## src/rtl/mem_arbiter.sv

```systemverilog
// mem_arbiter: shares one memory bus among NUM_CLIENTS cache clients.
//
// Each cycle one eligible client is selected. Its command and address drive
// the memory bus combinationally. The request is granted when memory answers
// with a nonzero tag on mem2proc_response. Load tags are recorded in a
// 16-entry owner table, so data returning on mem2proc_tag can be routed back
// to the client that issued the load. Per-client outstanding counters
// throttle loads at MAX_OUTSTANDING.
//
// Ports:
//   clock, reset              rising-edge clock, synchronous active-high reset
//   client_command/addr       per-client request (BUS_NONE = idle)
//   client_grant/_grant_tag   one-hot accept strobe and the tag memory gave it
//   proc2mem_command/addr     request presented to memory
//   mem2proc_response         nonzero = tag granted for the presented request
//   mem2proc_data/tag         returning load data and its tag (0 = none)
//   resp_valid/data/tag       returned data routed to its owning client
//   orphan_tag                returning tag has no owner in the table
//
// Build option: define MEM_ARB_FIXED_PRIO_EN for fixed priority selection
// (highest index wins, no round-robin pointer). The default build is
// round-robin.

package mem_arbiter_pkg;
  localparam int XLEN = 32;

  typedef enum logic [1:0] {
    BUS_NONE  = 2'b00,
    BUS_LOAD  = 2'b01,
    BUS_STORE = 2'b10
  } bus_command_t;
endpackage

module mem_arbiter
  import mem_arbiter_pkg::*;
#(
  parameter int NUM_CLIENTS     = 2,
  parameter int MAX_OUTSTANDING = 4
) (
  input  logic                              clock,
  input  logic                              reset,
  input  bus_command_t [NUM_CLIENTS-1:0]    client_command,
  input  logic [NUM_CLIENTS-1:0][XLEN-1:0]  client_addr,
  output logic [NUM_CLIENTS-1:0]            client_grant,
  output logic [3:0]                        client_grant_tag,
  output bus_command_t                      proc2mem_command,
  output logic [XLEN-1:0]                   proc2mem_addr,
  input  logic [3:0]                        mem2proc_response,
  input  logic [63:0]                       mem2proc_data,
  input  logic [3:0]                        mem2proc_tag,
  output logic [NUM_CLIENTS-1:0]            resp_valid,
  output logic [63:0]                       resp_data,
  output logic [3:0]                        resp_tag,
  output logic                              orphan_tag
);

  localparam int         IDX_W   = $clog2(NUM_CLIENTS);
  localparam logic [3:0] MAX_CNT = 4'(MAX_OUTSTANDING);

  typedef logic [IDX_W-1:0] idx_t;

  logic [15:0]            tag_valid;
  idx_t                   tag_owner [16];
  logic [NUM_CLIENTS-1:0] eligible;
  logic                   sel_valid;
  idx_t                   sel_idx;
  logic                   grant;
  logic                   load_grant;
  logic                   resp_hit;
  idx_t                   resp_owner;

  // Tag table. A return clears its entry first; a load grant naming the same
  // tag in that cycle is written after it, so the new allocation survives.
  // NOTE: state registers use non-blocking (<=) so every always_ff reads the
  // pre-edge values, independent of block evaluation order.
  always_ff @(posedge clock) begin
    if (reset) begin
      tag_valid <= '0;
    end else begin
      if (resp_hit)   tag_valid[mem2proc_tag]      <= 1'b0;
      if (load_grant) tag_valid[mem2proc_response] <= 1'b1;
    end
  end

  // NOTE: the owner field is meaningless while its valid bit is clear, so this
  // storage array is deliberately left without reset.
  always_ff @(posedge clock) begin
    if (load_grant) tag_owner[mem2proc_response] <= sel_idx;
  end

  // Per-client outstanding-load counter and eligibility. The counter saturates
  // at both ends so a protocol error can never make it wrap.
  for (genvar i = 0; i < NUM_CLIENTS; i++) begin : g_client
    logic [3:0] count;
    logic       inc;
    logic       dec;

    assign inc = load_grant && (sel_idx == idx_t'(i)) && (count != 4'hF);
    assign dec = resp_valid[i] && (count != 4'h0);

    always_ff @(posedge clock) begin
      if (reset)            count <= '0;
      else if (inc && !dec) count <= count + 4'd1;
      else if (dec && !inc) count <= count - 4'd1;
    end

    assign eligible[i] = (client_command[i] != BUS_NONE) &&
                         ((client_command[i] != BUS_LOAD) || (count < MAX_CNT));
  end

  // NOTE: each combinational output gets a default before any conditional
  // assignment, so no path leaves it unassigned (no inferred latch).
`ifdef MEM_ARB_FIXED_PRIO_EN
  always_comb begin
    sel_valid = 1'b0;
    sel_idx   = '0;
    for (int i = NUM_CLIENTS - 1; i >= 0; i--) begin
      if (!sel_valid && eligible[idx_t'(i)]) begin
        sel_valid = 1'b1;
        sel_idx   = idx_t'(i);
      end
    end
  end
`else
  idx_t rr_ptr;

  // Search upward from rr_ptr with wrap-around; the first eligible client wins.
  always_comb begin
    int idx;
    sel_valid = 1'b0;
    sel_idx   = '0;
    idx       = 0;
    for (int k = 0; k < NUM_CLIENTS; k++) begin
      idx = int'(rr_ptr) + k;
      if (idx >= NUM_CLIENTS) idx = idx - NUM_CLIENTS;
      if (!sel_valid && eligible[idx_t'(idx)]) begin
        sel_valid = 1'b1;
        sel_idx   = idx_t'(idx);
      end
    end
  end

  // The pointer moves only on an accepted request, so a stalled client keeps
  // being presented until memory takes it.
  always_ff @(posedge clock) begin
    if (reset) begin
      rr_ptr <= '0;
    end else if (grant) begin
      rr_ptr <= (sel_idx == idx_t'(NUM_CLIENTS - 1)) ? '0 : sel_idx + 1'b1;
    end
  end
`endif

  assign grant      = !reset && sel_valid && (mem2proc_response != 4'd0);
  assign load_grant = grant && (client_command[sel_idx] == BUS_LOAD);

  // The table is read with its registered contents, so a same-cycle grant of
  // the returning tag does not affect where this response is routed.
  assign resp_hit   = !reset && (mem2proc_tag != 4'd0) && tag_valid[mem2proc_tag];
  assign orphan_tag = !reset && (mem2proc_tag != 4'd0) && !tag_valid[mem2proc_tag];
  assign resp_owner = tag_owner[mem2proc_tag];

  always_comb begin
    client_grant = '0;
    resp_valid   = '0;
    if (grant)    client_grant[sel_idx]  = 1'b1;
    if (resp_hit) resp_valid[resp_owner] = 1'b1;
  end

  assign client_grant_tag = grant ? mem2proc_response : 4'd0;
  assign proc2mem_command = (!reset && sel_valid) ? client_command[sel_idx] : BUS_NONE;
  assign proc2mem_addr    = (!reset && sel_valid) ? client_addr[sel_idx] : '0;
  assign resp_data        = resp_hit ? mem2proc_data : 64'd0;
  assign resp_tag         = resp_hit ? mem2proc_tag : 4'd0;

endmodule

```

## config.mk

```make
export PLATFORM = sky130hd
export DESIGN_NAME = mem_arbiter
export DESIGN_NICKNAME = d
export VERILOG_FILES = /design/src/rtl/mem_arbiter.sv
export SDC_FILE = /design/constraint.sdc
export NUM_CORES = 1
export LEC_CHECK = 0
export ABC_AREA = 1
export CORE_MARGIN = 8
export CORE_UTILIZATION = 35
export CTS_CLUSTER_DIAMETER = 150
export DETAILED_ROUTE_END_ITERATION = 16
export GPL_TIMING_DRIVEN = 0
export PLACE_DENSITY = 0.86
export SYNTH_ARGS = -nofsm -noshare
export SYNTH_HDL_FRONTEND = slang
export SYNTH_SLANG_ARGS = --single-unit
export TNS_END_PERCENT = 30
```

## constraint.sdc

```tcl
create_clock -name clock -period 3.8 [get_ports clock]
set_input_delay 0.76 -clock clock [delete_from_list [all_inputs] [get_ports clock]]
set_output_delay 0.76 -clock clock [all_outputs]
set_load 0.02 [all_outputs]
```

Yosys cells after proc, flatten, opt, wreduce, memory -nomap -nowiden

Memories as Yosys holds them, arrays and structs flattened.
Cells that the tools add are included.

$add $sub $neg: 8
$lt $le $gt $ge: 14
Equal/unequal tests: 5
Multiplexer cells: 41
Bitwise logic cells: 4
Reductions and logical operators: 40

Operator list:

| kind                                                                                | number |
|---|---|
| 32-bit 2-to-1 mux                                                                   | 3 |
| 64-bit 2-to-1 mux                                                                   | 1 |
| 16-bit 2-to-1 mux                                                                   | 3 |
| 4-bit 2-to-1 mux                                                                    | 6 |
| 1-bit logical AND                                                                   | 23 |
| 1-bit 2-to-1 mux                                                                    | 18 |
| 16-bit bitwise AND                                                                  | 1 |
| 16-bit NOT                                                                          | 1 |
| 16-bit OR                                                                           | 1 |
| 4-bit nonzero test                                                                  | 4 |
| 4-bit by 5-bit < comparator with 1-bit output, second input constant                | 2 |
| 2-bit 2-to-1 mux                                                                    | 5 |
| 4-bit by 1-bit adder with 4-bit output, second input constant                       | 2 |
| 1-bit demux with 4-bit select                                                       | 2 |
| 4-bit by 1-bit greater-or-equal comparator with 1-bit output, second input constant | 2 |
| 1-bit by 2-bit < comparator with 1-bit output, second input constant                | 4 |
| 4-bit by 3-bit < comparator with 1-bit output, second input constant                | 2 |
| 4-bit inequality test, second input constant                                        | 2 |
| 2-bit nonzero test                                                                  | 4 |
| 4-bit by 1-bit subtractor with 4-bit output, second input constant                  | 2 |
| 1-bit logical NOT                                                                   | 7 |
| 1-bit binary-select mux with 4-bit select                                           | 1 |
| 2-bit by 1-bit inequality test with 1-bit output, second input constant             | 2 |
| 1-bit by 1-bit adder with 2-bit output, second input constant                       | 1 |
| 9 further kinds                                                                     | 13 |

Register bits after elaboration: 25
RAM bits: 16
Input port bits: 142
Memories kept: 1

Memory list:

| memory    | words | width | read ports | clocked after memory_dff | write ports | line | RTL |
|---|---|---|---|---|---|---|---|
| tag_owner | 16    | 1     | 1          | 0                        | 1           | 63   | `idx_t tag_owner [16];` |

Depth between registers and ports, before layout

Word-level depth: 19
Depth in mapped cells: 24

Worst setup path before layout

No wires, ideal clock.

Kind: input to register
From: input mem2proc_tag[1]
To: register g_client[1].count[3]
Library setup time: 0.119 ns
Arrival: 2.988 ns
Data required time: 3.681 ns
Slack: 0.693 ns
Cell stages on the path: 20
Path buffers: 2
Cell sequence: buf_2 -> nor2_2 -> a21oi_2 -> inv_1 -> nor2_2 -> inv_2 -> buf_6 -> nor2_4 -> o21ai_1 -> ha_1 -> inv_1 -> ha_1 -> nand2_1 -> nand2_1 -> a21oi_1 -> nor2_1 -> nor2_1 -> nand2_1 -> o21ai_0 -> a21oi_1

Word-level cells in the longest chain between the ends: 10
Elaborated cells between the ends (all ways): 18
Classes of those cells: 2 x order compare; 6 x mux; 9 x reduce/logical; 1 x memory

Ends and longest elaborated chain:

| item                                                                                                                     | line | RTL |
|---|---|---|
| from (decl)                                                                                                              | 50   | `input logic [3:0] mem2proc_tag,` |
| memory 16 x 1 bit                                                                                                        | n/a  |  |
| 1-bit by 2-bit < comparator with 1-bit output (not written as such) or 1-bit greater-or-equal comparator (tied branches) | 167  | `if (resp_hit) resp_valid[resp_owner] = 1'b1;` |
| 1-bit logical AND (not written as such)                                                                                  | 167  |  |
| 1-bit 2-to-1 mux (not written as such)                                                                                   | 167  |  |
| 1-bit demux with 1-bit select                                                                                            | 167  |  |
| 2-bit 2-to-1 mux *                                                                                                       | 167  |  |
| named net resp_valid[1]                                                                                                  | 51   | `output logic [NUM_CLIENTS-1:0] resp_valid,` |
| 1-bit logical AND *                                                                                                      | 99   | `assign dec = resp_valid[i] && (count != 4'h0);` |
| 1-bit logical NOT                                                                                                        | 103  | `else if (inc && !dec) count <= count + 4'd1;` |
| 1-bit logical AND                                                                                                        | 103  |  |
| 4-bit 2-to-1 mux or 2-bit nonzero test (tied branches)                                                                   | n/a  |  |
| to (signal assigned)                                                                                                     | 103  |  |
| to (signal assigned)                                                                                                     | 104  | `else if (dec && !inc) count <= count - 4'd1;` |
| to (decl)                                                                                                                | 94   | `logic [3:0] count;` |

The timed path passes the listed nets; every way through them passes the cells marked *. The select of a mux whose other input is x is not followed.
A chain may end at the register's enable or synchronous reset.

Worst setup path in the final report

From: input client_command[1] (netlist bit)
To: output proc2mem_command[0]

Word-level cells in the longest chain between the ends: 12
Elaborated cells between the ends (all ways): 18
Classes of those cells: 1 x eq/ne; 11 x mux; 6 x reduce/logical

Ends and longest elaborated chain:

| item                                                 | line | RTL |
|---|---|---|
| from (decl)                                          | 42   | `input bus_command_t [NUM_CLIENTS-1:0] client_command,` |
| 2-bit by 1-bit inequality test with 1-bit output     | 108  | `((client_command[i] != BUS_LOAD) \|\| (count < MAX_CNT));` |
| 1-bit logical OR                                     | 108  |  |
| 1-bit logical AND *                                  | 107  | `assign eligible[i] = (client_command[i] != BUS_NONE) &&` |
| 1-bit 2-to-1 mux (not written as such) (2 in series) | 136  | `if (!sel_valid && eligible[idx_t'(idx)]) begin` |
| 1-bit 2-to-1 mux                                     | 136  |  |
| 1-bit logical NOT                                    | 136  |  |
| 1-bit logical AND                                    | 136  |  |
| 1-bit 2-to-1 mux                                     | 136  |  |
| 2-bit 2-to-1 mux (not written as such) (2 in series) | 171  | `assign proc2mem_command = (!reset && sel_valid) ? client_command[sel_idx] : BUS_NONE;` |
| 2-bit 2-to-1 mux *                                   | 171  |  |
| to (decl)                                            | 46   | `output bus_command_t proc2mem_command,` |

Mark *: on every way between the ends. The rest lies on a longest branch, timed or not. The select of a mux whose other input is x is not followed.

==> impl_results.md <==
* Max Slew Vio Count at 0
* Final WL at 15130 um
* Initial antenna violation count at 1
* Slew headroom at 0.6600
* Routability cong. at 0.9081
* Commonest non-fill, non-tap cell in the layout: nor2_1
* IR Drop Worst-Case VDD at 0.1602 mV
* Flops & latches, synth at 41
* Distinct cells, synth at 29
* Internal power at 0.9483 mW
* Fmax at 0.2764 GHz
* DRT antenna net count at 0
* Number of H-tree levels at 2
* Post-synth EDFFs at 16
* Avg Inst Size Synth at 5.726 sq um
* Core ar. at 9684 sq um
* Placed Cells at 986
* Clock power frac at 0.237
* Part of the Yosys area used for sequential elements at 0.2846
* Core Util, Final at 0.6486
* Worst setup margin at 0.1822 ns
* Drt first pass iters at 4
* Clock tree buffer depth at 2
* CP peak stage delay at 0.64 ns
* Root Driver: clkbuf_8
* # fillers at 881
* Synth warnings at 0
* Initial Utilization at 0.3559
* Sink Count at 41
* Reg clk slew, reported paths at 0.08 ns
* Initial drt markers at 220
* Synth Instances at 602
* First-pass GRT wire length at 23080 um
* Crit path time final at 3.618 ns
* Fin cells at 997
* Drt wl/cell at 15.17 um
* # port buffers at 251
* Final Skew at 0.007968 ns
* CP Max Fanout at 10
* Clk_lat worst skew at 0.29 ns
* Main synth FF type: dfxtp_1
* Vias per cell at 4.620
* GRT Resource Usage Total at 0.2216
* Total gr overflow at 0
* Worst setup SP type: primary input
* HP Class: reg2reg
* DR vias at 4606
* Most frequent cells in the layout: nor2_1 (194), clkdlybuf4s50_1 (150), inv_1 (118)
* Vias in the first global route at 4511
* Remaining DRCs at 0
* Nets at 1012
* Combinational share of power at 0.417
* Final setup vio count at 0
* Largest net degree at the start of global routing at 26
* Die H at 115.2 um
* Path type of the worst setup path: in2out
* IO Pins at 253
* Ys async rst share at 0
* TritonCTS Buffers at 5
* Sw Share at 0.3256
* Crit path max-delay cell type: clkdlybuf4s50_1
* Placed instance area at 6126 sq um
* Register Area at 980.9 sq um
* Hold-fix buffers, CTS at 0
* Net count after synthesis at 752
* Area of the multi-input gates at 1886 sq um
* Worst EP required at 3.04 ns
* Die ar. at 13280 sq um
* Total of max-cap violations at 0
* RSZ-0062 raised after global routing: false
* Post-Syn Area at 3447 sq um
* NetSw at 0.4578 mW
* CP Capture Type: output port
* CTS tree: yes
* Cell Pwr Density at 223.9 nW/um^2
* Run status: finished, final reports clean
* Period utilization at 0.9521
* Share of post-route cells with drive strength above 1 at 0.06257
* Area Overhead vs Synth at 82.21%
* Crit path DAT at 2.86 ns
* Leak Pwr at 3.668 nW
* Final Cell Area at 6281 sq um
* Power Total at 1.406 mW
* DP HPWL at 12790 um
* Row cnt at 36
* Measured slew at the worst slew-check pin at 0.5100 ns
* Die W at 115.2 um
* Pre-CTS setup slack at -0.1352 ns
* Final hold viol count at 0
* Flop pwr share at 0.345
* Worst-path cell chain: clkdlybuf4s50_1, o21bai_2, nand2_1, nand2_1, buf_4, buf_2, a211oi_1, clkdlybuf4s50_1
==> power groups by stage <==
stage | sequential, mW | combinational [mW] | clock [mW]
finish | 0.486 | 0.586 | 0.334
CTS | 0.485 | 0.587 | 0.337
global placement | 0.495 | 0.578 | 0
detailed placement | 0.495 | 0.586 | 0
floorplan | 0.493 | 0.280 | 0
global route | 0.488 | 0.645 | 0.352
==> cells by family after synthesis <==
family / count (synthesis) / synth area share
other: 1 / 0.001088
AND/OR/NAND/NOR: 322 / 0.3706
AO/OA/AOI/OAI: 79 / 0.1310
buffers and inverters: 149 / 0.1742
adder cells (fa/ha/maj): 8 / 0.03339
XOR/XNOR: 2 / 0.005083
flip-flops: 41 / 0.2846
==> what timing repair did <==
action,4_1_cts,5_1_grt
setup endpoints to repair,84,37
resized for setup,77,45
setup buffers,0,2
pin swaps,0,1
==> final cells by class <==
type / count / share of cell area
clock buffers: 8 / 0.01773
diodes: 1 / 0.0003984
multi-input cells: 412 / 0.3002
flip-flops and latches: 41 / 0.1562
inverters: 124 / 0.07450
plain buffers: 25 / 0.02490
well taps: 133 / 0.02649
repair buffers: 253 / 0.3996
==> cell usage after synthesis (2+ instances only) <==
| master | count | area, sq um |
|---|---|---|
| nor2_1 | 198 | 743.2 |
| inv_1 | 118 | 442.9 |
| nand2_1 | 87 | 326.6 |
| o21ai_0 | 41 | 205.2 |
| nand3_1 | 30 | 150.1 |
| dfxtp_1 | 25 | 500.5 |
| a21oi_1 | 22 | 110.1 |
| edfxtp_1 | 16 | 480.5 |
| buf_2 | 12 | 60.06 |
| a22oi_1 | 8 | 60.06 |
| clkbuf_1 | 8 | 30.03 |
| ha_1 | 6 | 75.07 |
| inv_2 | 6 | 22.52 |
| buf_4 | 3 | 22.52 |
| nor2_2 | 3 | 18.77 |
| a211oi_1 | 2 | 15.01 |
| buf_6 | 2 | 22.52 |
| fa_1 | 2 | 40.04 |
| nor2_4 | 2 | 22.52 |
| xor2_1 | 2 | 17.52 |
==> registers in the layout, summed over array words and instances, names as in the netlist <==
signal,cells
tag_owner,16
tag_valid,16
g_client.count,8
rr_ptr,1
==> worst paths after layout <==
path	start	slack, ns	to	cells after the start
min	tag_valid[0]	0.43	tag_valid[0]	2
max	client_command[1]	0.18	proc2mem_command[0]	8
min reg2reg	tag_valid[0]	0.43	tag_valid[0]	2
max reg2reg	g_client[1].count[2]	0.84	g_client[1].count[3]	21
==> through the flow <==
step / TNS (ns) / hold WS, ns
floorplan: 0 / 0.4031
global placement: -3.906 / 0.4136
detailed placement: -5.768 / 0.4206
CTS: 0 / 0.4341
global route: 0 / 0.4512
finish: 0 / 0.4306
==> worst max-delay path: cells and delay by family <==
kind	cells	cell delay, ns
AND/OR/NAND/NOR	2	0.18
buffers and inverters	4	1.48
AO/OA/AOI/OAI	2	0.43
==> per-layer routing <==
layer	vias to the layer above	track usage	routed length, um
met5	-	0	0
met4	0	0.06567	282
met3	14	0.08876	1698
met2	227	0.4084	7599
met1	2032	0.2242	5545
li1	2333	-	-
Note: power is estimated with default switching activity, not from simulation.
